$ cat src/rtl/trap_pkg.sv
// trap_pkg: CSR addresses, mstatus/mie bit positions, cause codes and sequencer states
package trap_pkg;
  localparam int CSR_AW = 12;
  localparam logic [CSR_AW-1:0] CSR_MSTATUS = 12'h300;
  localparam logic [CSR_AW-1:0] CSR_MIE     = 12'h304;
  localparam logic [CSR_AW-1:0] CSR_MTVEC   = 12'h305;
  localparam logic [CSR_AW-1:0] CSR_MEPC    = 12'h341;
  localparam logic [CSR_AW-1:0] CSR_MCAUSE  = 12'h342;
  localparam logic [CSR_AW-1:0] CSR_MTVAL   = 12'h343;
  localparam int MSTATUS_MIE    = 3;
  localparam int MSTATUS_MPIE   = 7;
  localparam int MSTATUS_MPP_LO = 11;
  localparam int MSTATUS_MPP_HI = 12;
  localparam int MIE_MEIE       = 11;
  localparam int CAUSE_M_EXT_IRQ = 11;
  typedef enum logic [3:0] {
    IDLE, RD_STATUS, RD_MIE, WR_STATUS, WR_EPC, WR_CAUSE, WR_TVAL, RD_TVEC,
    MR_RD_STATUS, MR_WR_STATUS, MR_RD_EPC, REDIRECT
  } state_t;
endpackage

$ cat src/rtl/trap_sequencer_if.sv
// trap_sequencer_if: trap requests, CSR port and fetch redirect; master is the sequencer side
interface trap_sequencer_if #(parameter int XLEN = 32);
  import trap_pkg::*;
  logic              exc_valid;
  logic [4:0]        exc_cause;
  logic [XLEN-1:0]   exc_pc;
  logic [XLEN-1:0]   exc_tval;
  logic              mret_valid;
  logic              irq_ext;
  logic [XLEN-1:0]   irq_pc;
  logic              csr_own;
  logic [CSR_AW-1:0] csr_addr;
  logic [XLEN-1:0]   csr_wdata;
  logic              csr_we;
  logic              csr_re;
  logic [XLEN-1:0]   csr_rdata;
  logic              redirect_valid;
  logic [XLEN-1:0]   redirect_pc;
  modport master(
    input  exc_valid, exc_cause, exc_pc, exc_tval, mret_valid, irq_ext, irq_pc, csr_rdata,
    output csr_own, csr_addr, csr_wdata, csr_we, csr_re, redirect_valid, redirect_pc
  );
  modport slave(
    output exc_valid, exc_cause, exc_pc, exc_tval, mret_valid, irq_ext, irq_pc, csr_rdata,
    input  csr_own, csr_addr, csr_wdata, csr_we, csr_re, redirect_valid, redirect_pc
  );
endinterface

$ cat src/rtl/trap_target_calc.sv
// trap_target_calc: mtvec + trap kind -> trap entry PC
// TRAP_VECTORED_EN enables vectored mode (mtvec[1:0]==01) for interrupts.
module trap_target_calc #(
  parameter int XLEN = 32,
  parameter int IRQ_CAUSE = 11
) (
  input  logic [XLEN-1:0] mtvec,
  input  logic            irq,
  output logic [XLEN-1:0] target
);
  logic [XLEN-1:0] base;
  assign base = {mtvec[XLEN-1:2], 2'b00};
`ifdef TRAP_VECTORED_EN
  assign target = (irq && mtvec[1:0] == 2'b01) ? base + XLEN'(4 * IRQ_CAUSE) : base;
`else
  logic unused_mode;
  assign unused_mode = ^{irq, mtvec[1:0]};
  assign target = base;
`endif
endmodule

$ cat src/rtl/trap_sequencer.sv
// trap_sequencer: machine-mode trap/MRET sequencer driving the CSR port and fetch redirect
// Optional: TRAP_VECTORED_EN (vectored interrupt targets, see trap_target_calc).
module trap_sequencer
  import trap_pkg::*;
#(
  parameter int XLEN = 32,
  parameter int IRQ_CAUSE = CAUSE_M_EXT_IRQ
) (
  input logic clk,
  input logic rst,
  trap_sequencer_if.master b
);
  state_t state;
  logic [XLEN-1:0] cause, epc, tval, mst, target;

  function automatic logic [XLEN-1:0] trap_status(input logic [XLEN-1:0] s);
    trap_status = s;
    trap_status[MSTATUS_MPIE] = s[MSTATUS_MIE];
    trap_status[MSTATUS_MIE] = 1'b0;
    trap_status[MSTATUS_MPP_HI:MSTATUS_MPP_LO] = 2'b11;
  endfunction

  function automatic logic [XLEN-1:0] mret_status(input logic [XLEN-1:0] s);
    mret_status = s;
    mret_status[MSTATUS_MIE] = s[MSTATUS_MPIE];
    mret_status[MSTATUS_MPIE] = 1'b1;
    mret_status[MSTATUS_MPP_HI:MSTATUS_MPP_LO] = 2'b11;
  endfunction

  trap_target_calc #(.XLEN(XLEN), .IRQ_CAUSE(IRQ_CAUSE)) u_target (
    .mtvec(b.csr_rdata), .irq(cause[XLEN-1]), .target(target)
  );

  // Outputs are registered for the state being entered, so read data is consumed at the edge leaving a read state.
  always_ff @(posedge clk or posedge rst)
    if (rst) begin
      state <= IDLE;
      b.csr_own <= 1'b0;
      b.csr_we <= 1'b0;
      b.csr_re <= 1'b0;
      b.redirect_valid <= 1'b0;
      b.csr_addr <= '0;
      b.csr_wdata <= '0;
      b.redirect_pc <= '0;
      cause <= '0;
      epc <= '0;
      tval <= '0;
      mst <= '0;
    end else begin
      b.csr_we <= 1'b0;
      b.csr_re <= 1'b0;
      b.redirect_valid <= 1'b0;
      case (state)
        IDLE:
          if (b.exc_valid || b.irq_ext) begin
            state <= RD_STATUS;
            b.csr_own <= 1'b1;
            b.csr_re <= 1'b1;
            b.csr_addr <= CSR_MSTATUS;
            cause <= b.exc_valid ? {1'b0, (XLEN-1)'(b.exc_cause)} : {1'b1, (XLEN-1)'(IRQ_CAUSE)};
            epc <= b.exc_valid ? {b.exc_pc[XLEN-1:2], 2'b00} : {b.irq_pc[XLEN-1:2], 2'b00};
            tval <= b.exc_valid ? b.exc_tval : '0;
            if (!b.exc_valid && b.mret_valid) begin
              state <= MR_RD_STATUS;
              cause <= cause;
              epc <= epc;
              tval <= tval;
            end
          end else if (b.mret_valid) begin
            state <= MR_RD_STATUS;
            b.csr_own <= 1'b1;
            b.csr_re <= 1'b1;
            b.csr_addr <= CSR_MSTATUS;
          end
        RD_STATUS: begin
          mst <= b.csr_rdata;
          state <= cause[XLEN-1] ? RD_MIE : WR_STATUS;
          b.csr_re <= cause[XLEN-1];
          b.csr_we <= !cause[XLEN-1];
          b.csr_addr <= cause[XLEN-1] ? CSR_MIE : CSR_MSTATUS;
          b.csr_wdata <= cause[XLEN-1] ? '0 : trap_status(b.csr_rdata);
        end
        RD_MIE:
          if (mst[MSTATUS_MIE] && b.csr_rdata[MIE_MEIE]) begin
            state <= WR_STATUS;
            b.csr_we <= 1'b1;
            b.csr_addr <= CSR_MSTATUS;
            b.csr_wdata <= trap_status(mst);
          end else begin
            state <= IDLE;
            b.csr_own <= 1'b0;
            b.csr_addr <= '0;
          end
        WR_STATUS: begin
          state <= WR_EPC;
          b.csr_we <= 1'b1;
          b.csr_addr <= CSR_MEPC;
          b.csr_wdata <= epc;
        end
        WR_EPC: begin
          state <= WR_CAUSE;
          b.csr_we <= 1'b1;
          b.csr_addr <= CSR_MCAUSE;
          b.csr_wdata <= cause;
        end
        WR_CAUSE: begin
          state <= WR_TVAL;
          b.csr_we <= 1'b1;
          b.csr_addr <= CSR_MTVAL;
          b.csr_wdata <= tval;
        end
        WR_TVAL: begin
          state <= RD_TVEC;
          b.csr_re <= 1'b1;
          b.csr_addr <= CSR_MTVEC;
          b.csr_wdata <= '0;
        end
        RD_TVEC: begin
          state <= REDIRECT;
          b.redirect_valid <= 1'b1;
          b.redirect_pc <= target;
          b.csr_addr <= '0;
        end
        MR_RD_STATUS: begin
          state <= MR_WR_STATUS;
          b.csr_we <= 1'b1;
          b.csr_wdata <= mret_status(b.csr_rdata);
        end
        MR_WR_STATUS: begin
          state <= MR_RD_EPC;
          b.csr_re <= 1'b1;
          b.csr_addr <= CSR_MEPC;
          b.csr_wdata <= '0;
        end
        MR_RD_EPC: begin
          state <= REDIRECT;
          b.redirect_valid <= 1'b1;
          b.redirect_pc <= {b.csr_rdata[XLEN-1:2], 2'b00};
          b.csr_addr <= '0;
        end
        REDIRECT: begin
          state <= IDLE;
          b.csr_own <= 1'b0;
          b.redirect_pc <= '0;
        end
        default: state <= IDLE;
      endcase
    end
endmodule

$ cat src/flat_wrapper.sv
// flat-port wrapper written by rule: the top's interface ports become plain ports
module trap_sequencer_flat import trap_pkg::*;
#(
  parameter int XLEN = 32,
  parameter int IRQ_CAUSE = CAUSE_M_EXT_IRQ
)
  (clk, rst, b_exc_valid, b_exc_cause, b_exc_pc, b_exc_tval, b_mret_valid, b_irq_ext, b_irq_pc, b_csr_rdata, b_csr_own, b_csr_addr, b_csr_wdata, b_csr_we, b_csr_re, b_redirect_valid, b_redirect_pc);
  trap_sequencer_if #(.XLEN(XLEN)) b_i ();
  input logic clk;
  input logic rst;
  input wire logic [$bits(b_i.exc_valid)-1:0] b_exc_valid;
  input wire logic [$bits(b_i.exc_cause)-1:0] b_exc_cause;
  input wire logic [$bits(b_i.exc_pc)-1:0] b_exc_pc;
  input wire logic [$bits(b_i.exc_tval)-1:0] b_exc_tval;
  input wire logic [$bits(b_i.mret_valid)-1:0] b_mret_valid;
  input wire logic [$bits(b_i.irq_ext)-1:0] b_irq_ext;
  input wire logic [$bits(b_i.irq_pc)-1:0] b_irq_pc;
  input wire logic [$bits(b_i.csr_rdata)-1:0] b_csr_rdata;
  output wire logic [$bits(b_i.csr_own)-1:0] b_csr_own;
  output wire logic [$bits(b_i.csr_addr)-1:0] b_csr_addr;
  output wire logic [$bits(b_i.csr_wdata)-1:0] b_csr_wdata;
  output wire logic [$bits(b_i.csr_we)-1:0] b_csr_we;
  output wire logic [$bits(b_i.csr_re)-1:0] b_csr_re;
  output wire logic [$bits(b_i.redirect_valid)-1:0] b_redirect_valid;
  output wire logic [$bits(b_i.redirect_pc)-1:0] b_redirect_pc;
  assign b_i.exc_valid = b_exc_valid;
  assign b_i.exc_cause = b_exc_cause;
  assign b_i.exc_pc = b_exc_pc;
  assign b_i.exc_tval = b_exc_tval;
  assign b_i.mret_valid = b_mret_valid;
  assign b_i.irq_ext = b_irq_ext;
  assign b_i.irq_pc = b_irq_pc;
  assign b_i.csr_rdata = b_csr_rdata;
  assign b_csr_own = b_i.csr_own;
  assign b_csr_addr = b_i.csr_addr;
  assign b_csr_wdata = b_i.csr_wdata;
  assign b_csr_we = b_i.csr_we;
  assign b_csr_re = b_i.csr_re;
  assign b_redirect_valid = b_i.redirect_valid;
  assign b_redirect_pc = b_i.redirect_pc;
  trap_sequencer #(.XLEN(XLEN), .IRQ_CAUSE(IRQ_CAUSE)) u_core (.clk(clk), .rst(rst), .b(b_i));
endmodule
$ cat config.mk
export PLATFORM = sky130hd
export DESIGN_NAME = trap_sequencer_flat
export DESIGN_NICKNAME = d
export VERILOG_FILES = /design/src/rtl/trap_pkg.sv /design/src/rtl/trap_sequencer_if.sv /design/src/rtl/trap_target_calc.sv /design/src/rtl/trap_sequencer.sv /design/src/flat_wrapper.sv
export SDC_FILE = /design/constraint.sdc
export NUM_CORES = 1
export LEC_CHECK = 0
export CAP_MARGIN = 10
export CORE_MARGIN = 1
export CORE_UTILIZATION = 30
export CTS_CLUSTER_DIAMETER = 150
export CTS_CLUSTER_SIZE = 40
export DETAILED_ROUTE_END_ITERATION = 8
export PLACE_DENSITY_LB_ADDON = 0.05
export SYNTH_ARGS = -nofsm -noshare
export SYNTH_HDL_FRONTEND = slang
export SYNTH_SLANG_ARGS = --single-unit
$ cat constraint.sdc
create_clock -name clk -period 6.1 [get_ports clk]
set_clock_uncertainty 0.1 [all_clocks]
set_input_delay 0.915 -clock clk [delete_from_list [all_inputs] [get_ports clk]]
set_output_delay 0.915 -clock clk [all_outputs]
set_load 0.05 [all_outputs]
After elaboration in Yosys (flattened, before gate mapping)
Index checks and enable logic that the tools add are counted.
W data, S select, Z words.

storage, ports and cells
  register bits = 212
  word-level logic and storage cells = 73

operators by class
  equality and inequality tests = 14
  muxes and demuxes = 28
  bitwise gates (word level) = 1
  reduce and logical (&&, ||, !) cells = 18

operators with widths
  cell                  number
  $pmux W32 S7          1
  $mux W32              5
  $pmux W12 S8          1
  $pmux W32 S2          1
  $pmux W4 S10          1
  $mux W12              2
  $eq A4 B3 Y1 const B  4
  $eq A4 B4 Y1 const B  4
  $mux W4               3
  $mux W10              1
  $pmux W1 S3           3
  $eq A4 B2 Y1 const B  2
  $mux W1               8
  $reduce_bool A8 Y1    1
  $reduce_bool A7 Y1    1
  $reduce_and A3 Y1     2
  $reduce_or A2 Y1      3
  $eq A4 B1 Y1 const B  1
  $logic_not A4 Y1      1
  $reduce_and A2 Y1     2
  $reduce_or A4 Y1      1
  $mux W3               1
  $ne A3 B2 Y1 const B  1
  $reduce_bool A3 Y1    1
  other kinds (8)       10

Longest topological paths before layout
Gate-level depths: netlist of the first run.

  word-level depth = 5
  gate-level depth with buffers = 9
  mapped depth without buffers = 4

By module
A second synthesis of the first run with hierarchy kept.

unflattened totals
  cells, all modules = 816
  area total of the unflattened synthesis = 8490.6 um^2

by module, submodules not included
  module            times used  cells an instance  area an instance (um^2)
  trap_sequencer    1           783                8246.7
  trap_target_calc  1           33                 244.0

Worst setup path after synthesis of the first run
Ideal clock, no wire load.

  path kind = input port to flip-flop
  from = input b_exc_valid
  to = register u_core.cause[0]
  data arrival time = 1.867 ns
  slack = 4.011 ns
  stages on the path = 4
  path buffers = 2
  path through = buf_2 > clkbuf_1 > nand2_1 > o22a_1

between the ends
  cells in the longest elaborated chain, start to end = 4
  elaborated cells between the ends (all ways) = 6

RTL lines
  item                                RTL line              RTL
  start, declared                     flat_wrapper.sv:11    input wire logic [$bits(b_i.exc_valid)-1:0] b_exc_valid;
  $logic_not A1 Y1                    trap_sequencer.sv:63  if (!b.exc_valid && b.mret_valid) begin
  $logic_and A1 B1 Y1                 trap_sequencer.sv:63
  $not A1 Y1 (no source line)         n/a
  $reduce_and A3 Y1 (no source line)  n/a
  end signal, assigned                trap_sequencer.sv:60  cause <= b.exc_valid ? {1'b0, (XLEN-1)'(b.exc_cause)} : {1'b1, (XLEN-1)'(IRQ_CAUSE)};
  end signal, assigned                trap_sequencer.sv:65  cause <= cause;
  end, declared                       trap_sequencer.sv:14  logic [XLEN-1:0] cause, epc, tval, mst, target;

Several ways; a longest one is shown, not always the timed one.
A chain may end at the register's enable or synchronous reset.

Final worst setup path of the first run
  from = register u_core.state[0]
  to = register u_core.mst[9]

between the ends
  cells in the longest elaborated chain, start to end = 1

RTL lines
  item                    RTL line              RTL
  start, declared         trap_sequencer.sv:13  state_t state;
  start signal, assigned  trap_sequencer.sv:77  state <= cause[XLEN-1] ? RD_MIE : WR_STATUS;
  $eq A4 B1 Y1            trap_sequencer.sv:53  case (state)
  end signal, assigned    trap_sequencer.sv:76  mst <= b.csr_rdata;
  end, declared           trap_sequencer.sv:14

No other way between the ends.

==> impl_metrics.toml, run 1 <==
[outcome]
outcome = "complete, no violations"

[routing]
via_per_inst = 5.205
route.vias.total = 6600
drc = 0
dr.pass1.iters = 5
ant_nets = 0
wl_per_cell_um = 20.41
drt_iter0_markers = 484
wl_um = 25880

[flow_run]
max_cap_violations = 0

[worst_setup_path]
critPathSlowestCell = "dfrtp_1"
critical_path_required_ns = 6.30
worstPathMaxFanout = 23
path_cells = "buf_4 > nand2b_1 > nor3_2 > buf_4 > mux2_2"
cp_common_cell = "buf_4"
slowest_delay_ns = 0.70
worstPathArrival_ns = 3.07
critical_path_class = "flop to flop"
crit_end = "u_core.mst[9]"
timing.rr.start = "u_core.state[0]"
startpoint_type = "flop"
rrSetupSlack_ns = 3.23
end_kind = "flop"
reg2reg_depth = 5
critPathLaunch = "u_core.state[0]"
rr_endpoint = "u_core.mst[9]"

[power]
p_comb_share_pct = 52.4
pwr_density_cell_nw_per_um2 = 596.3
irDropWorstVdd_mv = 0.2272
seqPwrFrac_pct = 30.8
switching_share_pct = 45.06
p_int_mw = 3.632
p_sw_mw = 2.979
p_leak_nw = 4.800
clock_power_share_pct = 16.7

[synthesis]
synth_edf_count = 0
synth.distinct_cells = 59
synth_area_leader_cell = "dfrtp_1"
synthSimpleGateAreaFrac_pct = 7.878
synth_top_family_by_area = "compound AO/OA/AOI/OAI gates"
syn_inst = 744
yosysWarnings = 0
muxShareOfSynthArea_pct = 12.45
synth_area_um2 = 8290
ys_seq_area_share_pct = 51.92
synthArstFlopShare_pct = 100.0
yosys.area_share.adder_pct = 0
synth_compound_area_share_pct = 21.51
synth_area_leaders = "dfrtp_1 (52%), mux2i_1 (7.6%), a22o_1 (6.3%)"
synth-xor-area-share_pct = 0.1056
synth.avg_cell_area_um2 = 11.14
synth_top_area_share_pct = 51.92
synth_ff_type = "dfrtp_1"
synth_seq_cells = 172

[finish]
final_cell_mix = "clkdlybuf4s50_1 (204), dfrtp_1 (172), mux2i_1 (63)"
synthToLayoutAreaGrowth_pct = 33.73
layout_commonest_cell = "clkdlybuf4s50_1"
drive_above_1_share_pct = 11.65
fin_nets = 1052
antenna_cells = 0
final_area_um2 = 11090

[clocking]
cts_resized = 0
cts_hold_buf = 0
clk_pin_slew_ns = 0.07
numCtsBuffers = 17
cts_sinks = 172
tritoncts = "done"
root_buffer = "clkbuf_16"
clock_latency_ns = 0.42
clock_path_buffers = 2
htreeDepth = 4
cts_setup_buffers = 0

[floorplanning]
pin_count = 218
die-width_um = 168.2
core-area_um2 = 27030
initial_core_util_pct = 30.68
core.rowCount = 60
fp.dieH_um = 168.2
die-area_um2 = 28300

[sta]
slew_headroom_pct = 23.25
rsz0062_at_grt = "no"
timing.final.crit_share_pct = 47.07
period_needed_ns = 2.871
max_freq_ghz = 0.3483
setup-violations-final = 0
finalHoldViolCount = 0
fin_setup_tns_ns = 0
worst_pin_slew_ns = 1.145
drv_slew = 0

[global_routing]
grt-ovfl-total = 0
track_usage_pct = 18.56
grt_pass1_wl_um = 39950
antenna_found_initial = 0
grt_max_degree = 96
grt_pass1_vias = 6543

[placement]
dpl-instance-area_um2 = 10490
place_hpwl_um = 18450
place_congestion = 0.8065
port_buffers = 205

[worst_hold_path]
hold_path_class = "flop to flop"
min_from = "u_core.epc[17]"
[registers in the layout, summed over array words and instances (netlist names), 4 cells and up]
| name | flops |
|---|---|
| u_core.tval | 32 |
| u_core.b.csr_wdata | 32 |
| u_core.state | 4 |
| u_core.epc | 30 |
| u_core.cause | 6 |
| u_core.b.csr_addr | 5 |
| u_core.b.redirect_pc | 30 |
| u_core.mst | 29 |
[power groups by stage]
stage,logic [mW],clock network [mW],registers [mW]
after detailed placement,3.48,0,2.06
after global placement,3.44,0,2.04
after CTS,3.49,1.13,2.04
after global routing,3.72,1.18,2.11
after floorplan,1.82,0,2.68
final,3.47,1.11,2.04
[final cells by class]
class | instances | area, µm²
clock inverters | 14 | 158.9
well taps | 341 | 426.7
flip-flops and latches | 172 | 4304
repair buffers | 224 | 2190
fillers | 2607 | 15940
multi-input cells | 490 | 3530
inverters | 9 | 38.79
clock buffers | 18 | 439.2
[worst max-delay path: cells and delay by family (launching register included)]
kind / cells / cell delay [ns]
and+or+nand+nor: 2 / 0.68
muxes: 1 / 0.39
buffers and inverters: 2 / 0.88
DFF: 1 / 0.70
[worst min path at each step]
stage | slack (ns) | depth (start not counted) | to
detailed placement | 0.37 | 2 | u_core.epc[23]
global route | 0.41 | 2 | u_core.epc[31]
global placement | 0.37 | 2 | u_core.epc[17]
CTS | 0.39 | 2 | u_core.epc[23]
finish | 0.38 | 2 | u_core.epc[17]
floorplan | 0.34 | 2 | u_core.epc[2]
[cell usage after synthesis (3+ instances only)]
cell type	n
dfrtp_1	172
mux2i_1	63
a22o_1	60
o21ai_0	53
nand2_1	49
nor2_1	45
a21oi_1	43
mux2_2	33
buf_2	29
clkbuf_1	23
a22oi_1	22
a31oi_1	20
buf_4	16
buf_6	10
a32oi_1	9
inv_1	8
nor2b_1	8
a222oi_1	6
nor3_1	6
o221ai_1	6
o22a_1	5
a2bb2oi_1	4
nand2b_1	4
and2_1	3
nand3_1	3
o21ai_2	3
[metrics by stage]
step | setup WS [ns] | power (mW) | util (%) | hold WS (ns) | std cells
2_1_floorplan | 0.4249 | 4.499 | - | 0.3418 | 751
3_3_place_gp | 2.952 | 5.477 | 38.81 | 0.3699 | 1236
3_5_place_dp | 2.942 | 5.545 | 38.81 | 0.3720 | 1236
4_1_cts | 3.217 | 6.667 | 41.02 | 0.3882 | 1268
5_1_grt | 3.073 | 7.011 | 41.02 | 0.4124 | 1268
6_report | 3.229 | 6.611 | 41.02 | 0.3826 | 1268
[per-layer routing]
layer	part of all wire [%]	wire [µm]	global-route usage, %
met1	49	12750	28.02
met2	44	11330	27.21
met3	6.0	1549	3.315
met4	0.97	251	4.506
met5	0	0	0
[cell families (layout without fill, tap and decap cells)]
logic type,count (synthesis),count (layout)
mux,98,98
flops,172,172
buf+inv,89,265
compound gates,251,251
other cells,1,8
xor+xnor,1,1
simple gates,132,132
Power figures use the tool's default switching activity.
==> inputs of run 2 (changes only) <==
==> constraint.sdc (replaced) <==
create_clock -name clk -period 2.56 [get_ports clk]
set_clock_uncertainty 0.1 [all_clocks]
set_input_delay 0.384 -clock clk [delete_from_list [all_inputs] [get_ports clk]]
set_output_delay 0.384 -clock clk [all_outputs]
set_load 0.05 [all_outputs]
==> run 2 against run 1 <==
  * Count of clock-buffer cells in the layout up 1
  * Final cell count grew 2.1%
  * Worst setup slack worse by 2.9 ns
  * Non-clock buffer count grew 26
  * Design area is 3.1% higher
  * Worst hold slack lost 0.056 ns
  * Sequential share of layout area is 1.2 points lower
  * Global-route usage is 1.4 points higher
  * Combinational power rose to 2.5 times the previous value
==> impl_metrics.toml, run 2 (synthesis gave the netlist of run 1 again) <==
[routing]
dr.pass1.iters = 5
route.vias.total = 6745
wl_per_cell_um = 21.13
via_per_inst = 5.208
drc = 0
ant_nets = 0
wl_um = 27370
drt_iter0_markers = 449

[sta]
drv_slew = 0
rsz0062_at_grt = "no"
max_freq_ghz = 0.4541
timing.final.crit_share_pct = 86.02
setup-violations-final = 0
slew_headroom_pct = 56.35
fin_setup_tns_ns = 0
period_needed_ns = 2.202
finalHoldViolCount = 0
worst_pin_slew_ns = 0.6493

[placement]
place_congestion = 0.8362
port_buffers = 205
dp_cells = 1262
dpl-instance-area_um2 = 10780
place_hpwl_um = 20120

[floorplanning]
die-area_um2 = 28300
pin_count = 218
die-width_um = 168.2
initial_core_util_pct = 30.68
core-area_um2 = 27030
core.rowCount = 60
fp.dieH_um = 168.2

[worst_setup_path]
critical_path_class = "flop to flop"
timing.rr.start = "u_core.state[1]"
worstPathArrival_ns = 2.45
rr_endpoint = "u_core.b.csr_wdata[23]"
startpoint_type = "flop"
reg2reg_depth = 5
worstPathMaxFanout = 16
rrSetupSlack_ns = 0.36
end_kind = "flop"
critical_path_required_ns = 2.81

[flow_run]
max_cap_violations = 0

[power]
total_power_mw = 16.48
p_leak_nw = 4.987
pwr_density_cell_nw_per_um2 = 1442
irDropWorstVdd_mv = 0.4490

[finish]
layout_commonest_cell = "clkdlybuf4s50_1"
fin_nets = 1078
final_area_um2 = 11430
fillers = 2598
multi_input_area_um2 = 3530
stdcell_count = 1295
top_regs = "u_core.b.csr_wdata: 32 flops, u_core.tval: 32 flops"
final_cell_mix = "clkdlybuf4s50_1 (204), dfrtp_1 (172), mux2i_1 (63)"
drive_above_1_share_pct = 13.96
ff_latch_area_um2 = 4304
synthToLayoutAreaGrowth_pct = 37.85

[clocking]
tritoncts = "done"
htreeDepth = 4
clock_path_buffers = 2
clock_latency_ns = 0.43
clk_pin_slew_ns = 0.07
numCtsBuffers = 17
cts_hold_buf = 0
root_buffer = "clkbuf_16"
cts_setup_buffers = 0
cts_sinks = 172
cts_resized = 0

[global_routing]
grt_pass1_wl_um = 42570
grt-ovfl-total = 0
track_usage_pct = 20.00
grt_pass1_vias = 6981
antenna_found_initial = 1
grt_max_degree = 87

[outcome]
outcome = "complete, no violations"

[worst_hold_path]
hold_path_class = "primary input to asynchronous set/reset pin"
==> run 2: critical path, cell delays in order (launching register included) <==
cell	delay, ns
dfrtp_1	0.53
or3_4	0.46
a31oi_4	0.51
buf_4	0.26
o21ai_0	0.10
a31oi_1	0.17
==> run 2: report_power, final <==
group | total [mW] | switching [mW] | internal (mW)
clock network | 2.86 | 1.17 | 1.69
logic | 8.74 | 5.26 | 3.48
registers | 4.89 | 0.859 | 4.03
total | 16.5 | 7.29 | 9.20
==> run 2: through the flow <==
step                      worst slack [ns]  util [%]  hold WS (ns)
after floorplan                    -0.1207         -        0.3418
after global placement              0.3914     39.90        0.3693
after detailed placement            0.3530     39.90        0.3705
after CTS                           0.3419     42.28        0.3440
after global routing                0.2450     42.29        0.3717
final                               0.3578     42.29        0.3264
==> run 2: area by class of cell <==
class | instances | share of cell area, %
diodes | 1 | 0.02190
clock buffers | 19 | 3.876
clock inverters | 13 | 1.752
inverters | 9 | 0.3284
multi-input cells | 490 | 30.88
flip-flops and latches | 172 | 37.66
well taps | 341 | 3.733
repair buffers | 250 | 21.74
==> run 2: worst max path at each step <==
stage | from | endpoint | slack [ns] | depth (start not counted)
finish | u_core.state[1] | u_core.b.csr_wdata[23] | 0.36 | 5
global placement | u_core.state[1] | u_core.b.csr_wdata[23] | 0.39 | 5
floorplan | rst | u_core.b.csr_addr[0] | -0.12 | 1
CTS | u_core.state[1] | u_core.b.csr_wdata[23] | 0.34 | 5
global route | u_core.state[1] | u_core.tval[1] | 0.25 | 6
detailed placement | u_core.state[1] | u_core.b.csr_wdata[23] | 0.35 | 5
==> run 2: per-layer routing <==
layer / vias to the layer above / wire length [µm] / global-route usage (%)
met4: 0 / 412 / 5.929
met3: 27 / 1444 / 3.432
met2: 258 / 12120 / 29.64
met1: 3335 / 13390 / 29.58
li1: 3125 / - / -
met5: - / 0 / 0
==> inputs of run 3 (changes only) <==
--- a/config.mk
+++ b/config.mk
@@ -8,9 +8,11 @@
 export CAP_MARGIN = 10
 export CORE_MARGIN = 1
 export CORE_UTILIZATION = 30
+export CTS_BUF_LIST = sky130_fd_sc_hd__clkbuf_8
 export CTS_CLUSTER_DIAMETER = 150
 export CTS_CLUSTER_SIZE = 40
 export DETAILED_ROUTE_END_ITERATION = 8
+export MAX_ROUTING_LAYER = met4
 export PLACE_DENSITY_LB_ADDON = 0.05
 export SYNTH_ARGS = -nofsm -noshare
 export SYNTH_HDL_FRONTEND = slang
==> run 3 against run 2 <==
  * Sequential share of layout area rose by 0.55 points
  * Highest routed layer unchanged
  * Largest power group unchanged
  * Non-clock buffer count fell by 1
  * Clock power fell by 23%
==> impl_metrics.toml, run 3 (synthesis gave the netlist of run 1 again) <==
[placement]
place_congestion = 0.8327
place_hpwl_um = 20130
port_buffers = 205
preCtsSetupSlack_ns = 0.3514

[floorplanning]
die-width_um = 168.2
fp.dieH_um = 168.2
pin_count = 218
initial_core_util_pct = 30.68
die-area_um2 = 28300
core.rowCount = 60
core-area_um2 = 27030

[sta]
rsz0062_at_grt = "no"
period_needed_ns = 2.223
worst_pin_slew_ns = 0.5919
drv_slew = 0
slew_headroom_pct = 60.21
setup-violations-final = 0
max_freq_ghz = 0.4499
fin_ws_ns = 0.3372
whs_ns = 0.2051
timing.final.crit_share_pct = 86.83
finalHoldViolCount = 0

[routing]
wl_um = 27400
drc = 0
dr.pass1.iters = 5
route.vias.total = 6754
wl_per_cell_um = 21.19
ant_nets = 0
drt_iter0_markers = 448
via_per_inst = 5.224

[outcome]
outcome = "complete, no violations"

[finish]
drive_above_1_share_pct = 13.87
fin_nets = 1077
top_regs = "u_core.b.csr_wdata: 32 flops, u_core.tval: 32 flops"
fillers = 2634
ff_latch_area_um2 = 4304
final_cell_mix = "clkdlybuf4s50_1 (204), dfrtp_1 (172), mux2i_1 (63)"
synthToLayoutAreaGrowth_pct = 35.87
antenna_cells = 0
layout_commonest_cell = "clkdlybuf4s50_1"
multi_input_area_um2 = 3530

[global_routing]
grt_pass1_wl_um = 41730
grt-ovfl-total = 0
grt_pass1_vias = 6884
antenna_found_initial = 0
grt_max_degree = 66
track_usage_pct = 20.24

[worst_hold_path]
hold_path_class = "primary input to asynchronous set/reset pin"

[clocking]
clk_pin_slew_ns = 0.10
numCtsBuffers = 17
clock_latency_ns = 0.46
cts_hold_buf = 0
root_buffer = "clkbuf_8"
cts_resized = 0
clock_path_buffers = 2
cts_setup_buffers = 0
tritoncts = "done"
htreeDepth = 4
cts_sinks = 172

[worst_setup_path]
critical_path_required_ns = 2.83
worstPathMaxFanout = 16
worstPathArrival_ns = 2.49
critical_path_class = "flop to flop"
rrSetupSlack_ns = 0.34
startpoint_type = "flop"
end_kind = "flop"

[power]
p_sw_mw = 7.207
switching_share_pct = 45.56
p_comb_share_pct = 55.1
p_leak_nw = 4.906
seqPwrFrac_pct = 30.9
irDropWorstVdd_mv = 0.4427
p_int_mw = 8.611
clock_power_share_pct = 14.0
pwr_density_cell_nw_per_um2 = 1404

[flow_run]
max_cap_violations = 0
## run 3: final cells by class
class	instances	area share, %
multi-input cells	490	31.33
clock inverters	14	1.811
well taps	341	3.788
repair buffers	249	22.33
clock buffers	18	2.199
inverters	9	0.3332
flip-flops and latches	172	38.21
## run 3: routing by layer
metal  part of all wire [%]  wire [µm]  up-vias  GRT usage, %
met1                     49      13460     3384         28.40
met2                     45      12330      222         29.97
li1                       -          -     3130             -
met5                      0          0        -             -
met4                    1.2        333        0         5.138
met3                    4.6       1270       18         3.714
## run 3: power by group through the flow
stage	combinational, mW	clock [mW]	sequential, mW
6_report	8.72	2.21	4.88
2_1_floorplan	4.34	0	6.38
3_3_place_gp	8.70	0	4.88
4_1_cts	8.80	2.29	4.88
3_5_place_dp	8.77	0	4.94
5_1_grt	9.39	2.38	5.05
## run 3: worst paths after layout
check / from / end / cells after the start
worst max-delay path: u_core.state[1] / u_core.b.csr_wdata[24] / 5
worst min-delay path: rst / u_core.state[2] / 2
worst max register to register: u_core.state[1] / u_core.b.csr_wdata[24] / 5
worst min register to register: u_core.epc[17] / u_core.epc[17] / 2
max in group asynchronous: rst / u_core.mst[4] / 3
min in group clk: b_exc_valid / u_core.cause[0] / 3
## run 3: worst max-delay path: stages (launching register included)
cell     delay, ns
dfrtp_1       0.54
or3_4         0.46
a31oi_4       0.48
buf_4         0.25
o21ai_0       0.11
a31oi_1       0.20
## run 3: through the flow
step	cell area [µm²]	instances	util (%)	TNS, ns	power, mW
floorplan	8320	751	-	-20.76	10.72
global placement	10810	1261	40.01	0	13.58
detailed placement	10810	1261	40.01	0	13.71
CTS	11260	1293	41.68	0	15.97
global route	11260	1293	41.68	0	16.81
finish	11260	1293	41.68	0	15.82
